--- src/rtl/sd_cmd_spi.sv ---
// rtl/sd_cmd_spi.sv - SD SPI-mode command engine: frame build with CRC7, mode-0 shift, R1/OCR poll
// Chip-select belongs to the caller; only SCLK/MOSI are driven and MISO sampled.
module sd_cmd_spi #(
    parameter int SLOW_DIV = 100,
    parameter int FAST_DIV = 2,
    parameter int NCR_MAX  = 8
) (
    input  logic        i_clk,
    input  logic        i_rst_n,
    input  logic        i_send_cmd,
    input  logic [2:0]  i_cmd_select,
    input  logic [31:0] i_cmd_arg,
    input  logic        i_fast,
    output logic        o_confirm_pin,
    output logic [7:0]  o_response_status,
    output logic [31:0] o_ocr,
    output logic        o_busy,
    output logic        o_sclk,
    output logic        o_mosi,
    input  logic        i_miso
);

    localparam int MAXDIV = (SLOW_DIV > FAST_DIV) ? SLOW_DIV : FAST_DIV;
    localparam int DW     = $clog2(MAXDIV) + 1;
    localparam int BW     = $clog2(NCR_MAX) + 1;
    localparam logic [DW-1:0] SLOW_M1 = DW'(SLOW_DIV - 1);
    localparam logic [DW-1:0] FAST_M1 = DW'(FAST_DIV - 1);
    localparam logic [BW-1:0] NCR_M1  = BW'(NCR_MAX - 1);

    typedef enum logic [2:0] {
        S_IDLE,
        S_CRC,
        S_SEND,
        S_RESP,
        S_OCR,
        S_DECODE,
        S_DONE
    } state_t;

    state_t        state_q;
    logic [39:0]   hdr_q;
    logic [6:0]    crc_q;
    logic          is_cmd58_q;
    logic [DW-1:0] div_q;
    logic [DW-1:0] div_cnt_q;
    logic [5:0]    bit_cnt_q;
    logic [BW-1:0] byte_cnt_q;
    logic [31:0]   rx_q;
    logic [7:0]    r1_q;
    logic          confirm_q;
    logic [7:0]    status_q;
    logic [31:0]   ocr_q;
    logic          busy_q;
    logic          sclk_q;
    logic          mosi_q;

    logic [6:0]    crc_d;
    logic [47:0]   frame_w;
    logic          tick_w;

    function automatic logic [5:0] cmd_index(input logic [2:0] sel);
        case (sel)
            3'd1:    return 6'd0;
            3'd2:    return 6'd16;
            3'd3:    return 6'd17;
            3'd4:    return 6'd24;
            3'd5:    return 6'd55;
            3'd6:    return 6'd58;
            3'd7:    return 6'd41;
            default: return 6'd0;
        endcase
    endfunction

    // bit7 set means no valid R1 arrived (timeout marker)
    function automatic logic [7:0] r1_status(input logic [7:0] r1);
        logic [7:0] s;
        if (r1[7])      s = 8'd0;
        else if (r1[6]) s = 8'd3;
        else if (r1[5]) s = 8'd4;
        else if (r1[4]) s = 8'd5;
        else if (r1[3]) s = 8'd6;
        else if (r1[2]) s = 8'd7;
        else if (r1[1]) s = 8'd8;
        else if (r1[0]) s = 8'd2;
        else            s = 8'd1;
        return s;
    endfunction

    always_comb begin
        crc_d   = {crc_q[5:0], 1'b0} ^ ({7{hdr_q[6'd39 - bit_cnt_q] ^ crc_q[6]}} & 7'h09);
        frame_w = {hdr_q, crc_q, 1'b1};
        tick_w  = (div_cnt_q == div_q);
    end

    always_ff @(posedge i_clk or negedge i_rst_n) begin
        if (!i_rst_n) begin
            state_q    <= S_IDLE;
            hdr_q      <= '0;
            crc_q      <= '0;
            is_cmd58_q <= 1'b0;
            div_q      <= '0;
            div_cnt_q  <= '0;
            bit_cnt_q  <= '0;
            byte_cnt_q <= '0;
            rx_q       <= '0;
            r1_q       <= '0;
            confirm_q  <= 1'b0;
            status_q   <= '0;
            ocr_q      <= '0;
            busy_q     <= 1'b0;
            sclk_q     <= 1'b0;
            mosi_q     <= 1'b1;
        end else begin
            confirm_q <= 1'b0;
            case (state_q)
                S_IDLE: begin
                    sclk_q <= 1'b0;
                    mosi_q <= 1'b1;
                    if (i_send_cmd && (i_cmd_select != 3'd0)) begin
                        hdr_q      <= {2'b01, cmd_index(i_cmd_select), i_cmd_arg};
                        is_cmd58_q <= (i_cmd_select == 3'd6);
                        div_q      <= i_fast ? FAST_M1 : SLOW_M1;
                        crc_q      <= '0;
                        bit_cnt_q  <= '0;
                        busy_q     <= 1'b1;
                        state_q    <= S_CRC;
                    end
                end

                S_CRC: begin
                    crc_q <= crc_d;
                    if (bit_cnt_q == 6'd39) begin
                        bit_cnt_q <= '0;
                        div_cnt_q <= '0;
                        mosi_q    <= hdr_q[39];
                        state_q   <= S_SEND;
                    end else begin
                        bit_cnt_q <= bit_cnt_q + 6'd1;
                    end
                end

                S_SEND, S_RESP, S_OCR: begin
                    if (!tick_w) begin
                        div_cnt_q <= div_cnt_q + DW'(1);
                    end else begin
                        div_cnt_q <= '0;
                        sclk_q    <= ~sclk_q;
                        if (!sclk_q) begin
                            rx_q <= {rx_q[30:0], i_miso};
                        end else begin
                            // falling edge: advance MOSI / close out a byte
                            case (state_q)
                                S_SEND: begin
                                    if (bit_cnt_q == 6'd47) begin
                                        bit_cnt_q  <= '0;
                                        byte_cnt_q <= '0;
                                        mosi_q     <= 1'b1;
                                        confirm_q  <= 1'b1;
                                        state_q    <= S_RESP;
                                    end else begin
                                        bit_cnt_q <= bit_cnt_q + 6'd1;
                                        mosi_q    <= frame_w[6'd46 - bit_cnt_q];
                                    end
                                end
                                S_RESP: begin
                                    if (bit_cnt_q == 6'd7) begin
                                        bit_cnt_q <= '0;
                                        if (!rx_q[7]) begin
                                            r1_q    <= rx_q[7:0];
                                            state_q <= is_cmd58_q ? S_OCR : S_DECODE;
                                        end else if (byte_cnt_q == NCR_M1) begin
                                            r1_q    <= 8'hFF;
                                            state_q <= S_DECODE;
                                        end else begin
                                            byte_cnt_q <= byte_cnt_q + BW'(1);
                                        end
                                    end else begin
                                        bit_cnt_q <= bit_cnt_q + 6'd1;
                                    end
                                end
                                default: begin
                                    if (bit_cnt_q == 6'd31) begin
                                        bit_cnt_q <= '0;
                                        ocr_q     <= rx_q;
                                        state_q   <= S_DECODE;
                                    end else begin
                                        bit_cnt_q <= bit_cnt_q + 6'd1;
                                    end
                                end
                            endcase
                        end
                    end
                end

                S_DECODE: begin
                    status_q <= r1_status(r1_q);
                    state_q  <= S_DONE;
                end

                S_DONE: begin
                    confirm_q <= 1'b1;
                    busy_q    <= 1'b0;
                    sclk_q    <= 1'b0;
                    mosi_q    <= 1'b1;
                    state_q   <= S_IDLE;
                end

                default: state_q <= S_IDLE;
            endcase
        end
    end

    assign o_confirm_pin     = confirm_q;
    assign o_response_status = status_q;
    assign o_ocr             = ocr_q;
    assign o_busy            = busy_q;
    assign o_sclk            = sclk_q;
    assign o_mosi            = mosi_q;

endmodule
--- config.mk ---
export PLATFORM = sky130hd
export DESIGN_NAME = sd_cmd_spi
export DESIGN_NICKNAME = d
export VERILOG_FILES = /design/src/rtl/sd_cmd_spi.sv
export SDC_FILE = /design/constraint.sdc
export NUM_CORES = 1
export LEC_CHECK = 0
export ABC_AREA = 1
export CORE_MARGIN = 3
export CORE_UTILIZATION = 40
export CTS_CLUSTER_DIAMETER = 40
export DETAILED_ROUTE_END_ITERATION = 10
export HOLD_SLACK_MARGIN = 0.06
export PLACE_DENSITY = 0.57
export REMOVE_ABC_BUFFERS = 1
export SETUP_SLACK_MARGIN = 0.4
export SYNTH_ARGS = -nofsm -noshare
export SYNTH_HDL_FRONTEND = slang
export SYNTH_SLANG_ARGS = --single-unit
--- constraint.sdc ---
create_clock -name i_clk -period 3.27 [get_ports i_clk]
set_clock_uncertainty 0.05 [all_clocks]
set_input_delay 0.654 -clock i_clk [delete_from_list [all_inputs] [get_ports i_clk]]
set_output_delay 0.654 -clock i_clk [all_outputs]
set_load 0.005 [all_outputs]
==> reports/metrics.yaml, run 1 <==
clock_tree.root_cell: "sky130_fd_sc_hd__clkbuf_16"
postCtsResizedCells: 0
power.switching_uw: 2823
placeableCoreArea_um2: 18090
clock_latency_ns: 0.43
share_clk_of_total_power: 0.270
share_of_the_clock_period_used_by_the_worst_path_after_layout: 0.6975
timing.final.hold_violations: 0
ir_worst_vdd_uv: 502.3
detail_route.vias_per_cell: 4.937
synth.largest_area_cell: "sky130_fd_sc_hd__dfrtp_1"
postSynthCellCount: 890
whs_ns: 0.1440
avgSynthCellArea_um2: 8.316
maxSlewViolCount: 0
syn_area_um2: 7401
finalWirelength_um: 16460
final.setup.worst_slack_ns: 0.9892
timing.critical_path.arrival_ns: 2.53
p_leak_uw: 0.004061
outcome: "finished, final reports clean"
layout_commonest_cell: "sky130_fd_sc_hd__nand2_1"
power.combinational.fraction: 0.361
ys_dominant_reg_cell: "sky130_fd_sc_hd__dfrtp_1"
numClockSinks: 149
worst-path-max-fanout: 39
wl_per_cell_um: 13.67
grt_usage: 0.1734
tritoncts: "built"
synthesis.yosys.warnings: 0
layout.cells.most_common_list: "sky130_fd_sc_hd__nand2_1 (270), sky130_fd_sc_hd__dfrtp_1 (148), sky130_fd_sc_hd__inv_1 (87)"
placed_cell_area_um2: 8359
crit_path_end_kind: "flip-flop"
dp.final_hpwl_um: 11360
detail_route.iter0.violations: 323
layout.nets: 1009
internal-power_uw: 4139
detailroute.via_count: 5944
p_sw_frac: 0.4055
syn_to_final_growth_pct: 20.56
antenna_found_initial: 0
grt_pass1_vias: 5779
die_width_um: 142.0
max-slew-margin-rel: 0.4837
timing_worst_slew_pin_value_ns: 0.7744
grt_first_pass_wirelength_um: 28360
yosys-top-cells-area: "sky130_fd_sc_hd__dfrtp_1 (50%), sky130_fd_sc_hd__nand2_1 (14%), sky130_fd_sc_hd__o21ai_0 (5.6%)"
die-height_um: 142.0
rsz0062_at_grt: "no"
num_antenna_cells: 0
post-synth-top-area-fraction: 0.5004
post-route-min-period_ns: 2.281
grt_max_degree: 66
worstSetupPathType: "reg -> reg"
place_congestion: 0.8140
top_level_ports: 84
ys_async_sr_fraction: 1.000
start_util: 0.4092
hold_path_class: "in -> async"
critPathLaunchType: "flip-flop"
die-area_um2: 20170
post-cts-setup-buffer-count: 0
postSynthRegisterBits: 149
seq_power_share: 0.369
timing.final.setup_violations: 0
cts-buffers-inserted: 17
power-per-cell-area_nw_per_um2: 780.3
synth.yosys.seq_area_share: 0.5040
dp_worst_setup_slack_ns: 0.7395
worst_ep_required_time_ns: 3.52
post_cts_hold_buffer_count: 0
yosysUniqueCellTypes: 51
port_buffers: 79
drtAntennaViolNets: 0
maxClockFrequency_mhz: 438.4
tns_ns: 0
drc: 0
grt.overflow.total: 0
drt_pass1_iterations: 5
core.rowCount: 49
htree_levels: 4
cts_max_path_buffers: 2
synth-edff-count: 0
final_instance_area_um2: 8922
final_layout_size_suffix_gt1_frac: 0.1056
maxCapViolations: 0
clkTransAtPathRegs_ns: 0.07
power groups by stage:
stage | combinational [uW] | clock, uW | sequential, uW
after floorplan | 1820 | 0 | 2560
after global placement | 2510 | 0 | 2610
after detailed placement | 2540 | 0 | 2600
after CTS | 2550 | 1930 | 2570
after global routing | 2900 | 2010 | 2640
final | 2510 | 1880 | 2570
layer usage:
layer / track usage / part of all wire
met3: 0.05108 / 0.055
met2: 0.2703 / 0.45
met4: 0.05404 / 0.011
met5: 0 / 0
met1: 0.2345 / 0.48
kinds of logic (layout without fill, tap and decap cells):
group | after synthesis | in the layout | synth area share
compound gates | 188 | 188 | 0.1544
buf+inv | 139 | 221 | 0.08419
simple gates | 398 | 398 | 0.2353
other cells | 1 | 4 | 0.0005067
mux | 1 | 1 | 0.001521
fa+ha+maj | 7 | 7 | 0.01183
flops | 149 | 149 | 0.5040
xor+xnor | 7 | 7 | 0.008284
state kept, by name, summed over array words and instances (netlist names):
register           flops
bit_cnt_q              6
byte_cnt_q             4
crc_q                  7
div_cnt_q              8
div_q                  2
hdr_q                 38
is_cmd58_q             1
o_busy                 1
o_confirm_pin          1
o_mosi                 1
o_ocr                 32
o_response_status      4
o_sclk                 1
r1_q                   8
rx_q                  32
state_q                3
final cells by class:
type                    count  area (um^2)
flip-flops and latches    149         3730
clock buffers              18        429.2
well taps                 229        286.5
inverters                  98        374.1
multi-input cells         605         3062
fillers                  1742         9164
clock inverters            14        133.9
repair buffers             91        907.1
synthesized netlist by cell type, types with 4 or more instances:
| master | count |
|---|---|
| sky130_fd_sc_hd__a21oi_1 | 28 |
| sky130_fd_sc_hd__a22oi_1 | 8 |
| sky130_fd_sc_hd__buf_2 | 12 |
| sky130_fd_sc_hd__buf_4 | 7 |
| sky130_fd_sc_hd__buf_6 | 7 |
| sky130_fd_sc_hd__clkbuf_1 | 14 |
| sky130_fd_sc_hd__dfrtp_1 | 148 |
| sky130_fd_sc_hd__ha_1 | 7 |
| sky130_fd_sc_hd__inv_1 | 87 |
| sky130_fd_sc_hd__inv_2 | 7 |
| sky130_fd_sc_hd__nand2_1 | 271 |
| sky130_fd_sc_hd__nand3_1 | 55 |
| sky130_fd_sc_hd__nand4_1 | 6 |
| sky130_fd_sc_hd__nor2_1 | 32 |
| sky130_fd_sc_hd__nor2_2 | 4 |
| sky130_fd_sc_hd__nor2_4 | 7 |
| sky130_fd_sc_hd__nor3_1 | 10 |
| sky130_fd_sc_hd__o211ai_1 | 9 |
| sky130_fd_sc_hd__o21ai_0 | 83 |
| sky130_fd_sc_hd__o21ai_1 | 9 |
| sky130_fd_sc_hd__o21ai_2 | 23 |
| sky130_fd_sc_hd__o22ai_1 | 11 |
| sky130_fd_sc_hd__o31ai_1 | 4 |
| sky130_fd_sc_hd__xor2_1 | 6 |
path summary, 6_finish.rpt:
path | from | to | slack (ns) | cells past startpoint
max in group asynchronous | i_rst_n | o_mosi$_DFFE_PN1P_ | 2.33 | 2
setup reg to reg | bit_cnt_q[0]$_DFFE_PN0P_ | crc_q[0]$_DFFE_PN0P_ | 0.99 | 13
hold reg to reg | rx_q[27]$_DFFE_PN0P_ | rx_q[27]$_DFFE_PN0P_ | 0.43 | 2
setup / recovery | bit_cnt_q[0]$_DFFE_PN0P_ | crc_q[0]$_DFFE_PN0P_ | 0.99 | 13
min in group i_clk | rx_q[27]$_DFFE_PN0P_ | rx_q[27]$_DFFE_PN0P_ | 0.43 | 2
hold / removal | i_rst_n | hdr_q[6]$_DFFE_PN0P_ | 0.14 | 1
stage by stage:
step           cells  total power, uW  utilization
3_5_place_dp    1172             5140       0.4622
4_1_cts         1204             7053       0.4933
6_report        1204             6962       0.4933
5_1_grt         1204             7547       0.4933
2_1_floorplan    852             4378            -
3_3_place_gp    1172             5121       0.4622
worst max-delay path, stage by stage (launching register included):
cell,delay (ns)
sky130_fd_sc_hd__dfrtp_1,0.43
sky130_fd_sc_hd__buf_4,0.23
sky130_fd_sc_hd__inv_2,0.45
sky130_fd_sc_hd__nand2_1,0.11
sky130_fd_sc_hd__nand3_1,0.10
sky130_fd_sc_hd__nand2_1,0.09
sky130_fd_sc_hd__nand2_1,0.06
sky130_fd_sc_hd__nand3_1,0.07
sky130_fd_sc_hd__nand3_1,0.07
sky130_fd_sc_hd__nand3_1,0.13
sky130_fd_sc_hd__nand2_1,0.11
sky130_fd_sc_hd__nand2_1,0.07
sky130_fd_sc_hd__nand3_1,0.08
sky130_fd_sc_hd__o21ai_0,0.08
(Power assumes the default switching activity.)
==> inputs of run 2 (changes only) <==
Clock period 3.27 ns to 2.28 ns, I/O delays scaled along.
==> run 2 against run 1 <==
Global-route usage up 0.98 points. Total power is 60% higher. Wire length is 13% higher. Non-clock buffer count is 62 higher. Sequential cell count unchanged. Setup slack lost 0.68 ns.
==> reports/metrics.yaml, run 2 (synthesis gave the netlist of run 1 again) <==
ir_worst_vdd_uv: 678.6  # was 502.3 uV
crit_chain: "ha_4, clkinvlp_4, o21ai_1, o22ai_1, o211ai_1, nand3_1, nand3_2, nand3_2, nand2_1, nand2_1"  # was buf_4, inv_2, nand2_1, nand3_1, nand2_1, nand2_1, nand3_1, nand3_1, nand3_1, nand2_1, nand2_1, nand3_1, o21ai_0
timing_worst_slew_pin_value_ns: 0.5034  # was 0.7744 ns
grt.overflow.total: 0  # unchanged
finish.utilization: 0.5449  # was 0.4933
worst_ep_required_time_ns: 2.59  # was 3.52 ns
tritoncts: "built"  # unchanged
start_util: 0.4092  # unchanged
flip_flop_count_of_the_largest_register_after_layout: 38  # unchanged
die-area_um2: 20170  # unchanged
maxClockFrequency_mhz: 508.1  # was 438.4 MHz
drc: 0  # unchanged
setup.worst_path.start: "bit_cnt_q[0]$_DFFE_PN0P_"  # unchanged
numClockSinks: 149  # unchanged
grt_first_pass_wirelength_um: 29930  # was 28360 um
max-slew-margin-rel: 0.6640  # was 0.4837
grt_usage: 0.1831  # was 0.1734
detailroute.via_count: 6293  # was 5944
final_layout_size_suffix_gt1_frac: 0.1896  # was 0.1056
syn_to_final_growth_pct: 33.17  # was 20.56%
timing.critical_path.arrival_ns: 2.27  # was 2.53 ns
timing.final.setup_violations: 0  # unchanged
antenna_found_initial: 0  # unchanged
timing.final.hold_violations: 0  # unchanged
worstSetupPathType: "reg -> reg"  # unchanged
maxSlewViolCount: 0  # unchanged
rsz0062_at_grt: "yes"  # was no
place_congestion: 0.8576  # was 0.8140
placeableCoreArea_um2: 18090  # unchanged
critPathLaunchType: "flip-flop"  # unchanged
die_width_um: 142.0  # unchanged
core.rowCount: 49  # unchanged
clkTransAtPathRegs_ns: 0.07  # about the same
hold_path_class: "reg -> reg"  # was in -> async
clock_latency_ns: 0.43  # about the same
maxCapViolations: 0  # unchanged
detail_route.iter0.violations: 365  # was 323
worst-path-max-fanout: 6  # was 39
cts-buffers-inserted: 17  # unchanged
critical_path.reg2reg.startpoint: "bit_cnt_q[0]$_DFFE_PN0P_"  # unchanged
clock_tree.root_cell: "sky130_fd_sc_hd__clkbuf_16"  # unchanged
critPathBufInv: 1  # was 2
detail_route.vias_per_cell: 4.963  # was 4.937
layout_commonest_cell: "sky130_fd_sc_hd__nand2_1"  # unchanged
outcome: "finished, final reports clean"  # unchanged
finalWirelength_um: 18550  # was 16460 um
share_of_the_clock_period_used_by_the_worst_path_after_layout: 0.8632  # was 0.6975
crit_path_end_kind: "flip-flop"  # unchanged
layout.cells.most_common_list: "sky130_fd_sc_hd__nand2_1 (266), sky130_fd_sc_hd__dfrtp_1 (143), sky130_fd_sc_hd__inv_1 (83)"  # was sky130_fd_sc_hd__nand2_1 (270), sky130_fd_sc_hd__dfrtp_1 (148), sky130_fd_sc_hd__inv_1 (87)
htree_levels: 4  # unchanged
worst_path_max_delay_cell: "sky130_fd_sc_hd__dfrtp_2"  # was sky130_fd_sc_hd__inv_2
grt_max_degree: 45  # was 66
port_buffers: 79  # unchanged
holdCritStartpoint: "o_mosi$_DFFE_PN1P_"
wl_per_cell_um: 14.63  # was 13.67 um
cts_max_path_buffers: 2  # unchanged
max_flop_register: "hdr_q"  # unchanged
top_level_ports: 84  # unchanged
drt_pass1_iterations: 4  # was 5
p_leak_uw: 0.004559  # was 0.004061 uW
num_antenna_cells: 0  # unchanged
layout.nets: 1073  # was 1009
final_cell_count_no_fill: 1268  # was 1204
power-per-cell-area_nw_per_um2: 1133  # was 780.3 nW/um^2
dp.final_hpwl_um: 11970  # was 11360 um
cp_top_family: "flip-flops"  # was simple AND/OR/NAND/NOR gates
placed_cells_incl_taps: 1194  # was 1172
critPathMaxStageDelay_ns: 0.48  # was 0.45 ns
grt_pass1_vias: 6032  # was 5779
die-height_um: 142.0  # unchanged
post-route-min-period_ns: 1.968  # was 2.281 ns
drtAntennaViolNets: 0  # unchanged
[run 2: area by class of cell]
cell class | count | area (um^2)
Multi-Input combinational cell | 606 | 3242
Timing Repair inverter | 1 | 5.005
Clock buffer | 19 | 442.9
Fill cell | 1683 | 8230
Clock inverter | 13 | 133.9
Tap cell | 229 | 286.5
Timing Repair Buffer | 153 | 1625
Sequential cell | 149 | 3736
Inverter | 98 | 384.1
[run 2: worst paths after layout]
path	endpoint	slack [ns]	cells past startpoint
setup reg to reg	o_mosi$_DFFE_PN1P_	0.31	10
min in group asynchronous	hdr_q[6]$_DFFE_PN0P_	0.47	2
max in group asynchronous	o_ocr[12]$_DFFE_PN0P_	1.13	3
hold reg to reg	o_mosi$_DFFE_PN1P_	0.43	2
setup / recovery	o_mosi$_DFFE_PN1P_	0.31	10
hold / removal	o_mosi$_DFFE_PN1P_	0.43	2
[run 2: through the flow]
| step | cell area (um^2) | setup WS, ns | setup TNS (ns) | hold WS, ns | total power, uW |
|---|---|---|---|---|---|
| after floorplan | 7163 | -0.7971 | -41.03 | 0.1104 | 6280 |
| after global placement | 8562 | 0.1900 | 0 | 0.3706 | 7557 |
| after detailed placement | 8562 | 0.1584 | 0 | 0.3658 | 7588 |
| after CTS | 9341 | 0.3059 | 0 | 0.4353 | 10690 |
| after global routing | 9856 | 0.1926 | 0 | 0.4515 | 12030 |
| final | 9856 | 0.3120 | 0 | 0.4296 | 11170 |
[run 2: routing by layer]
layer,track usage,part of all wire
met2,0.2793,0.46
met3,0.05141,0.047
met5,0,0
met1,0.2558,0.48
met4,0.05455,0.013
[run 2: worst register-to-register path: stages, from the launching register on]
cell and delay [ns]:
sky130_fd_sc_hd__dfrtp_2 0.48, sky130_fd_sc_hd__ha_4 0.33, sky130_fd_sc_hd__clkinvlp_4 0.18, sky130_fd_sc_hd__o21ai_1 0.13
sky130_fd_sc_hd__o22ai_1 0.09, sky130_fd_sc_hd__o211ai_1 0.22, sky130_fd_sc_hd__nand3_1 0.12, sky130_fd_sc_hd__nand3_2 0.10
sky130_fd_sc_hd__nand3_2 0.10, sky130_fd_sc_hd__nand2_1 0.08, sky130_fd_sc_hd__nand2_1 0.04
[run 2: timing repair]
action	CTS	global route
gates resized for setup	28	48
pin swaps	6	8
setup endpoints to repair	52	99
cloned	1	8
hold endpoints to repair	39	0
hold buffers	1	0
buffers inserted	9	23
[run 2: report_power, final]
group | internal, uW | switching, uW | leakage, uW | total [uW]
clock network | 1570 | 1220 | 0.000280 | 2790
registers | 3220 | 439 | 0.00198 | 3660
logic | 1980 | 2740 | 0.00230 | 4720
